### src/rtl/intersection_ctrl.sv
// intersection_ctrl: two-way intersection sequencer driven from a shared
// millisecond timebase. Rotates NS green/yellow, all-red, EW green/yellow,
// all-red, optionally inserting a pedestrian walk phase after an all-red.
//
// Optional feature macro: INTERSECTION_PED_EN (pedestrian path compiled in).
//
// Ports:
//   CLK       system clock
//   RST       asynchronous active-high reset
//   PED_REQ   pedestrian button (asynchronous level)
//   NS_LED    north-south head (red 3'b011, green 3'b101, yellow 3'b001)
//   EW_LED    east-west head, same encoding
//   PED_WALK  walk lamp, high only in the PED state
//   PED_WAIT  pedestrian request pending
//   STATE     current state code (debug)
module intersection_ctrl #(
  parameter int unsigned CLK_FREQ      = 12000000,
  parameter int unsigned G_PERIOD_MS   = 5000,
  parameter int unsigned Y_PERIOD_MS   = 1000,
  parameter int unsigned AR_PERIOD_MS  = 1000,
  parameter int unsigned PED_PERIOD_MS = 4000
) (
  input  logic       CLK,
  input  logic       RST,
  input  logic       PED_REQ,
  output logic [2:0] NS_LED,
  output logic [2:0] EW_LED,
  output logic       PED_WALK,
  output logic       PED_WAIT,
  output logic [2:0] STATE
);

  localparam int unsigned DIV = CLK_FREQ / 1000;

  localparam logic [2:0] LED_RED = 3'b011;
  localparam logic [2:0] LED_GRN = 3'b101;
  localparam logic [2:0] LED_YEL = 3'b001;

  typedef enum logic [2:0] {
    NS_G = 3'd0,
    NS_Y = 3'd1,
    AR1  = 3'd2,
    EW_G = 3'd3,
    EW_Y = 3'd4,
    AR2  = 3'd5,
    PED  = 3'd6
  } state_t;

  state_t      state;
  state_t      state_nx;
  logic [31:0] presc;
  logic [31:0] cnt_ms;
  logic [31:0] period_ms;
  logic        tick;
  logic        adv;

  // Millisecond prescaler; free-running, never cleared by state changes.
  assign tick = (presc == 32'(DIV - 1));

  always_ff @(posedge CLK or posedge RST) begin
    if (RST)       presc <= 32'd0;
    else if (tick) presc <= 32'd0;
    else           presc <= presc + 32'd1;
  end

  // Duration of the current phase in ms.
  always_comb begin
    period_ms = 32'(G_PERIOD_MS);
    case (state)
      NS_G, EW_G: period_ms = 32'(G_PERIOD_MS);
      NS_Y, EW_Y: period_ms = 32'(Y_PERIOD_MS);
      AR1, AR2:   period_ms = 32'(AR_PERIOD_MS);
      PED:        period_ms = 32'(PED_PERIOD_MS);
      default:    period_ms = 32'(G_PERIOD_MS);
    endcase
  end

  assign adv = tick && (cnt_ms == period_ms - 32'd1);

  // Phase timer: restarts whenever the state changes (including recovery).
  always_ff @(posedge CLK or posedge RST) begin
    if (RST)                    cnt_ms <= 32'd0;
    else if (state_nx != state) cnt_ms <= 32'd0;
    else if (tick)              cnt_ms <= cnt_ms + 32'd1;
  end

`ifdef INTERSECTION_PED_EN
  logic sync1;
  logic sync2;
  logic prev;
  logic rise;
  logic ped_pend;
  logic next_dir;
  logic ped_enter;

  // Button synchronizer and edge detect.
  always_ff @(posedge CLK or posedge RST) begin
    if (RST) begin
      sync1 <= 1'b0;
      sync2 <= 1'b0;
      prev  <= 1'b0;
    end else begin
      sync1 <= PED_REQ;
      sync2 <= sync1;
      prev  <= sync2;
    end
  end

  assign rise      = sync2 & ~prev;
  assign ped_enter = (state_nx == PED) && (state != PED);

  // Pending request; a fresh press wins over the clear on PED entry.
  always_ff @(posedge CLK or posedge RST) begin
    if (RST)            ped_pend <= 1'b0;
    else if (rise)      ped_pend <= 1'b1;
    else if (ped_enter) ped_pend <= 1'b0;
  end

  // Return direction after PED: 1 = EW_G (came from AR1), 0 = NS_G.
  always_ff @(posedge CLK or posedge RST) begin
    if (RST)            next_dir <= 1'b0;
    else if (ped_enter) next_dir <= (state == AR1);
  end

  assign PED_WALK = (state == PED);
  assign PED_WAIT = ped_pend;
`else
  logic unused_ped_req;
  assign unused_ped_req = PED_REQ;

  assign PED_WALK = 1'b0;
  assign PED_WAIT = 1'b0;
`endif

  // State register.
  always_ff @(posedge CLK or posedge RST) begin
    if (RST) state <= NS_G;
    else     state <= state_nx;
  end

  // Next-state logic; unknown codes recover to NS_G immediately.
  always_comb begin
    state_nx = state;
    case (state)
      NS_G: if (adv) state_nx = NS_Y;
      NS_Y: if (adv) state_nx = AR1;
`ifdef INTERSECTION_PED_EN
      AR1:  if (adv) state_nx = ped_pend ? PED : EW_G;
`else
      AR1:  if (adv) state_nx = EW_G;
`endif
      EW_G: if (adv) state_nx = EW_Y;
      EW_Y: if (adv) state_nx = AR2;
`ifdef INTERSECTION_PED_EN
      AR2:  if (adv) state_nx = ped_pend ? PED : NS_G;
      PED:  if (adv) state_nx = next_dir ? EW_G : NS_G;
`else
      AR2:  if (adv) state_nx = NS_G;
`endif
      default: state_nx = NS_G;
    endcase
  end

  // Signal head decode from the state register.
  always_comb begin
    NS_LED = 3'b000;
    EW_LED = 3'b000;
    case (state)
      NS_G: begin NS_LED = LED_GRN; EW_LED = LED_RED; end
      NS_Y: begin NS_LED = LED_YEL; EW_LED = LED_RED; end
      EW_G: begin NS_LED = LED_RED; EW_LED = LED_GRN; end
      EW_Y: begin NS_LED = LED_RED; EW_LED = LED_YEL; end
      AR1, AR2: begin NS_LED = LED_RED; EW_LED = LED_RED; end
`ifdef INTERSECTION_PED_EN
      PED:  begin NS_LED = LED_RED; EW_LED = LED_RED; end
`endif
      default: begin NS_LED = 3'b000; EW_LED = 3'b000; end
    endcase
  end

  assign STATE = 3'(state);

endmodule
### config.mk
export PLATFORM = sky130hd
export DESIGN_NAME = intersection_ctrl
export DESIGN_NICKNAME = d
export VERILOG_FILES = /design/src/rtl/intersection_ctrl.sv
export SDC_FILE = /design/constraint.sdc
export NUM_CORES = 1
export LEC_CHECK = 0
export CAP_MARGIN = 0
export CELL_PAD_IN_SITES_DETAIL_PLACEMENT = 0
export CELL_PAD_IN_SITES_GLOBAL_PLACEMENT = 1
export CORE_AREA = 2 2 93 95
export DETAILED_ROUTE_END_ITERATION = 12
export DIE_AREA = 0 0 95 97
export PLACE_DENSITY = 0.86
export SYNTH_ARGS = -nofsm -noshare
export SYNTH_HDL_FRONTEND = slang
export SYNTH_SLANG_ARGS = --single-unit
### constraint.sdc
create_clock -name CLK -period 4.2 [get_ports CLK]
set_clock_uncertainty 0.2 [all_clocks]
set_input_delay 0.42 -clock CLK [delete_from_list [all_inputs] [get_ports CLK]]
set_output_delay 0.42 -clock CLK [all_outputs]
set_load 0.05 [all_outputs]
==> report_table.html <==
<table>
<tr><th>Metric</th><th>Value</th></tr>
<tr><th colspan="2">Synth</th></tr>
<tr><td>Biggest area contributors in the synthesized netlist</td><td>sky130_fd_sc_hd__dfrtp_1 (42%), sky130_fd_sc_hd__a211oi_2 (6.0%), sky130_fd_sc_hd__xnor2_1 (6.0%), sky130_fd_sc_hd__nand3_1 (3.0%), sky130_fd_sc_hd__nand2_1 (3.0%)</td></tr>
<tr><td>Sequential fraction of the synthesis area</td><td>42.3%</td></tr>
<tr><td>Most numerous cell types in the synthesized netlist</td><td>sky130_fd_sc_hd__dfrtp_1 (67), sky130_fd_sc_hd__nand2_1 (32), sky130_fd_sc_hd__xnor2_1 (27)</td></tr>
<tr><td>Number of warning messages in the yosys log</td><td>0</td></tr>
<tr><td>Dominant synthesized flop cell</td><td>sky130_fd_sc_hd__dfrtp_1</td></tr>
<tr><td>Number of enable-type register cells in the synthesized netlist</td><td>0</td></tr>
<tr><td>Cell taking the most area after synthesis</td><td>sky130_fd_sc_hd__dfrtp_1</td></tr>
<tr><td>Share of synthesized registers carrying an async set or reset</td><td>100%</td></tr>
<tr><td>Synthesized flop and latch total</td><td>between 60 and 70</td></tr>
<tr><td>Post-synthesis cell count</td><td>391</td></tr>
<tr><td>Count of different cell masters after synthesis</td><td>46</td></tr>
<tr><td>Fraction of synthesized cell area taken by the top area cell type</td><td>42.3%</td></tr>
<tr><td>Most common cell in the netlist</td><td>sky130_fd_sc_hd__dfrtp_1</td></tr>
<tr><td>Netlist area before placement</td><td>3970 um2</td></tr>
<tr><td>Mean post-synth cell area</td><td>10.1 um2</td></tr>
<tr><th colspan="2">Setup path</th></tr>
<tr><td>Data required time at the worst endpoint</td><td>4.20 ns</td></tr>
<tr><td>Worst setup EP type</td><td>flip-flop</td></tr>
<tr><td>Sequence of cells on the critical path</td><td>inv_1, ha_1, nor4bb_1, mux2_1, or4_1, a2111oi_4, buf_4, a211oi_1</td></tr>
<tr><td>Max stage delay cell, worst path</td><td>sky130_fd_sc_hd__dfrtp_1</td></tr>
<tr><td>Worst stage delay on the critical path</td><td>a little under 0.6 ns</td></tr>
<tr><td>Largest driver fanout on the critical path</td><td>23</td></tr>
<tr><td>Worst Setup Start Kind</td><td>flip-flop</td></tr>
<tr><td>Endpoint of the lowest-slack register-to-register path</td><td>cnt_ms[4]</td></tr>
<tr><td>Category of the most critical setup path</td><td>flip-flop to flip-flop</td></tr>
<tr><td>R2r setup slk</td><td>0.91 ns</td></tr>
<tr><td>Start of the worst register-to-register path</td><td>STATE[1]</td></tr>
<tr><td>Crit path DAT</td><td>3.29 ns</td></tr>
<tr><td>Number of cells on the worst reg-to-reg path</td><td>8</td></tr>
<tr><th colspan="2">Clocking</th></tr>
<tr><td>CTS tree</td><td>yes</td></tr>
<tr><td>Level count of the clock H-tree</td><td>3</td></tr>
<tr><td>Largest buffer count on any clock path</td><td>2</td></tr>
<tr><td>Library cell used as clock root buffer</td><td>sky130_fd_sc_hd__clkbuf_8</td></tr>
<tr><td>Post-CTS setup-driven buffer insertion count</td><td>0</td></tr>
<tr><td>Number of clock buffers inserted by TritonCTS</td><td>9</td></tr>
<tr><td>Clock transition at the register clock pins on the worst setup and hold paths after CTS</td><td>0.07 ns</td></tr>
<tr><td>Cts-stage hold buffer count</td><td>0</td></tr>
<tr><td>CTS-repair resized insts</td><td>0</td></tr>
<tr><td>Clock network latency to the later pin of the worst-skew pair</td><td>0.34 ns</td></tr>
<tr><td>Sinks on Clock Net</td><td>67</td></tr>
<tr><th colspan="2">Drt</th></tr>
<tr><td>Number of iterations in the first detailed-routing pass</td><td>6</td></tr>
<tr><td>Post-route DRC</td><td>0</td></tr>
<tr><td>Violation count after the first detailed-route iteration</td><td>142</td></tr>
<tr><td>Routed wirelength normalized by instance count</td><td>15.4 um</td></tr>
<tr><td>Via count normalized by instance count</td><td>5.84</td></tr>
<tr><td>Routed via count</td><td>2960</td></tr>
<tr><td>Residual antenna-violating net count after detailed routing</td><td>0</td></tr>
<tr><td>Total detailed-routing wirelength</td><td>between 7 and 8 mm</td></tr>
<tr><th colspan="2">Power and ir drop</th></tr>
<tr><td>Part of the total power dissipated in the clock network</td><td>between 40% and 50%</td></tr>
<tr><td>Static leakage power</td><td>1.70 nW</td></tr>
<tr><td>IR drop worst, VDD</td><td>around 0.23 mV</td></tr>
<tr><td>Net Switching</td><td>0.261 mW</td></tr>
<tr><td>Ratio of total power to cell area</td><td>278 nW/um2</td></tr>
<tr><td>Share of total power consumed by net switching</td><td>21.9%</td></tr>
<tr><td>Share of total power in sequential cells</td><td>between 50% and 60%</td></tr>
<tr><td>Internal Dissipation</td><td>about 0.93 mW</td></tr>
<tr><td>Relative contribution of combinational cells to total power</td><td>1.5%</td></tr>
<tr><th colspan="2">Final layout</th></tr>
<tr><td>Count of nets after finishing</td><td>405</td></tr>
<tr><td>Antenna cell count</td><td>0</td></tr>
<tr><td>Post-layout util</td><td>52.8%</td></tr>
<tr><td>Fill count</td><td>roughly 730</td></tr>
<tr><td>Fraction of final layout cells sized beyond drive strength 1</td><td>between 10 and 15%</td></tr>
<tr><td>Layout overhead on the synthesized area</td><td>8.36%</td></tr>
<tr><th colspan="2">Job</th></tr>
<tr><td># Max-Cap Violations</td><td>0</td></tr>
<tr><th colspan="2">Die</th></tr>
<tr><td>Die height</td><td>approximately 97 um</td></tr>
<tr><td>Die footprint</td><td>9220 um2</td></tr>
<tr><td>Row count</td><td>33</td></tr>
<tr><td>Die W</td><td>95 um</td></tr>
<tr><td>Core Region</td><td>around 8000 um2</td></tr>
<tr><td>Top-level I/O count</td><td>14</td></tr>
<tr><td>Effective utilization at floorplan</td><td>about half</td></tr>
<tr><th colspan="2">Status</th></tr>
<tr><td>Status</td><td>complete, no violations</td></tr>
<tr><th colspan="2">Global routing</th></tr>
<tr><td>Met3 demand-to-capacity share in global routing</td><td>6.00%</td></tr>
<tr><td>Number of global-route vias before repair</td><td>roughly 2900</td></tr>
<tr><td>Antenna violations before repair</td><td>0</td></tr>
<tr><td>Maximum number of pins on one net before global-route repair</td><td>48</td></tr>
<tr><td>Most crowded layer after global routing</td><td>met2</td></tr>
<tr><td>Met2 Usage GRT</td><td>29.5%</td></tr>
<tr><td>Total global-route track usage</td><td>18.5%</td></tr>
<tr><td>GR Util met1</td><td>about a quarter</td></tr>
<tr><td>Total grt overflow</td><td>0</td></tr>
<tr><td>Global-route wire length before repair</td><td>13.4 mm</td></tr>
<tr><th colspan="2">Timing</th></tr>
<tr><td>Pin slew with the least headroom to its limit</td><td>0.964 ns</td></tr>
<tr><td>Setup TNS Final</td><td>0 ns</td></tr>
<tr><td>Max-slew headroom</td><td>a little over a third</td></tr>
<tr><td>Unrepaired setup endpoints after global routing</td><td>false</td></tr>
<tr><td>Share of the clock period used by the worst path after layout</td><td>between 70% and 80%</td></tr>
<tr><td>Final Hold Violating Endpoints</td><td>0</td></tr>
<tr><td>Post-route minimum period</td><td>between 3 and 4 ns</td></tr>
<tr><td>Fmax achieved</td><td>304 MHz</td></tr>
<tr><td>Number of pins with negative max-slew slack in the final report</td><td>0</td></tr>
<tr><td>Final setup viols</td><td>0</td></tr>
<tr><th colspan="2">Hold path</th></tr>
<tr><td>Worst Hold Depth</td><td>1</td></tr>
<tr><td>Endpoint of the worst hold-timing path</td><td>presc[0]</td></tr>
<tr><td>Worst hold-check path type</td><td>flip-flop to flip-flop</td></tr>
<tr><td>Startpoint of the worst hold path</td><td>presc[0]</td></tr>
<tr><th colspan="2">Placed design</th></tr>
<tr><td>Placer congestion estimate</td><td>0.819</td></tr>
<tr><td>Buffers added on ports</td><td>10</td></tr>
<tr><td>Post-DP HPWL</td><td>approximately 5.3 mm</td></tr>
</table>
==> placed cells by master (no fill, tap or decap), drive strengths merged, types with 11 or more instances in the layout <==
cell type  synthesis  routed
dfrtp             67      67
nand2             32      32
xnor2             27      27
nand3             24      24
a211oi            24      24
nor4              17      17
nor3              17      17
nor2              16      16
o31ai             15      15
nand4             15      15
inv               15      15
or4               14      14
or3               14      14
o21ai             13      13
clkbuf             8      11
==> flip-flops by register name, summed over array words and instances, names as in the netlist <==
signal  flops
cnt_ms     32
presc      32
STATE       3
==> worst max path at each step <==
stage             start    endpoint  slack (ns)  cells past startpoint
2_1_floorplan  STATE[1]  cnt_ms[21]        0.84                      9
3_3_place_gp   STATE[1]  cnt_ms[21]        0.97                      8
3_5_place_dp   STATE[1]   cnt_ms[4]        0.91                      8
4_1_cts        STATE[1]   cnt_ms[4]        0.88                      8
5_1_grt        STATE[1]   cnt_ms[4]        0.70                      8
6_report       STATE[1]   cnt_ms[4]        0.91                      8
==> logic make-up after synthesis <==
kind of cell               synth area share (%)
AOI/OAI and AO/OA                          14.1
xor gates and xnor gates                   8.17
adders and majority gates                  1.58
buffers and inverters                      5.21
DFF                                        42.3
muxes                                      1.55
other                                    0.0946
and+or+nand+nor                            27.0
==> power groups by stage <==
stage | registers [mW] | logic, mW | clock network, mW
2_1_floorplan | 0.657 | 0.0147 | 0
3_3_place_gp | 0.657 | 0.0188 | 0
3_5_place_dp | 0.657 | 0.0190 | 0
4_1_cts | 0.645 | 0.0190 | 0.547
5_1_grt | 0.644 | 0.0210 | 0.574
6_report | 0.645 | 0.0177 | 0.533
==> cell type report <==
type / instances / area (um2) / share of cell area (%)
inverters: 15 / 56.3 / 1.31
multi-input cells: 287 / 2090 / 48.5
repair buffers: 17 / 153 / 3.55
clock inverters: 5 / 52.6 / 1.22
clock buffers: 11 / 141 / 3.29
flip-flops and latches: 67 / 1680 / 39.0
well taps: 105 / 131 / 3.06
==> critical path: cells and delay by family (launching register included) <==
family                   cells  cell delay, ns
flip-flops                   1            0.59
AO/OA/AOI/OAI                2            0.36
AND/OR/NAND/NOR              2            0.86
buffers and inverters        2            0.52
adder cells (fa/ha/maj)      1            0.25
multiplexers                 1            0.36
==> layer usage <==
metal	share of wire [%]	vias to the layer above	wire length, um
met5	0	-	0
met4	1.1	0	83
met3	3.0	6	231
met2	49	39	3840
met1	47	1453	3670
li1	-	1462	-
==> stage by stage <==
stage	setup slack (ns)	power [mW]	std cells	instance area [um2]	hold WS [ns]
after floorplan	0.839	0.672	392	3970	0.243
final	0.907	1.20	507	4300	0.282
after detailed placement	0.909	0.676	491	4100	0.275
after global routing	0.704	1.24	507	4300	0.306
after CTS	0.879	1.21	507	4300	0.285
after global placement	0.970	0.676	491	4100	0.263
(Power assumes the default switching activity.)
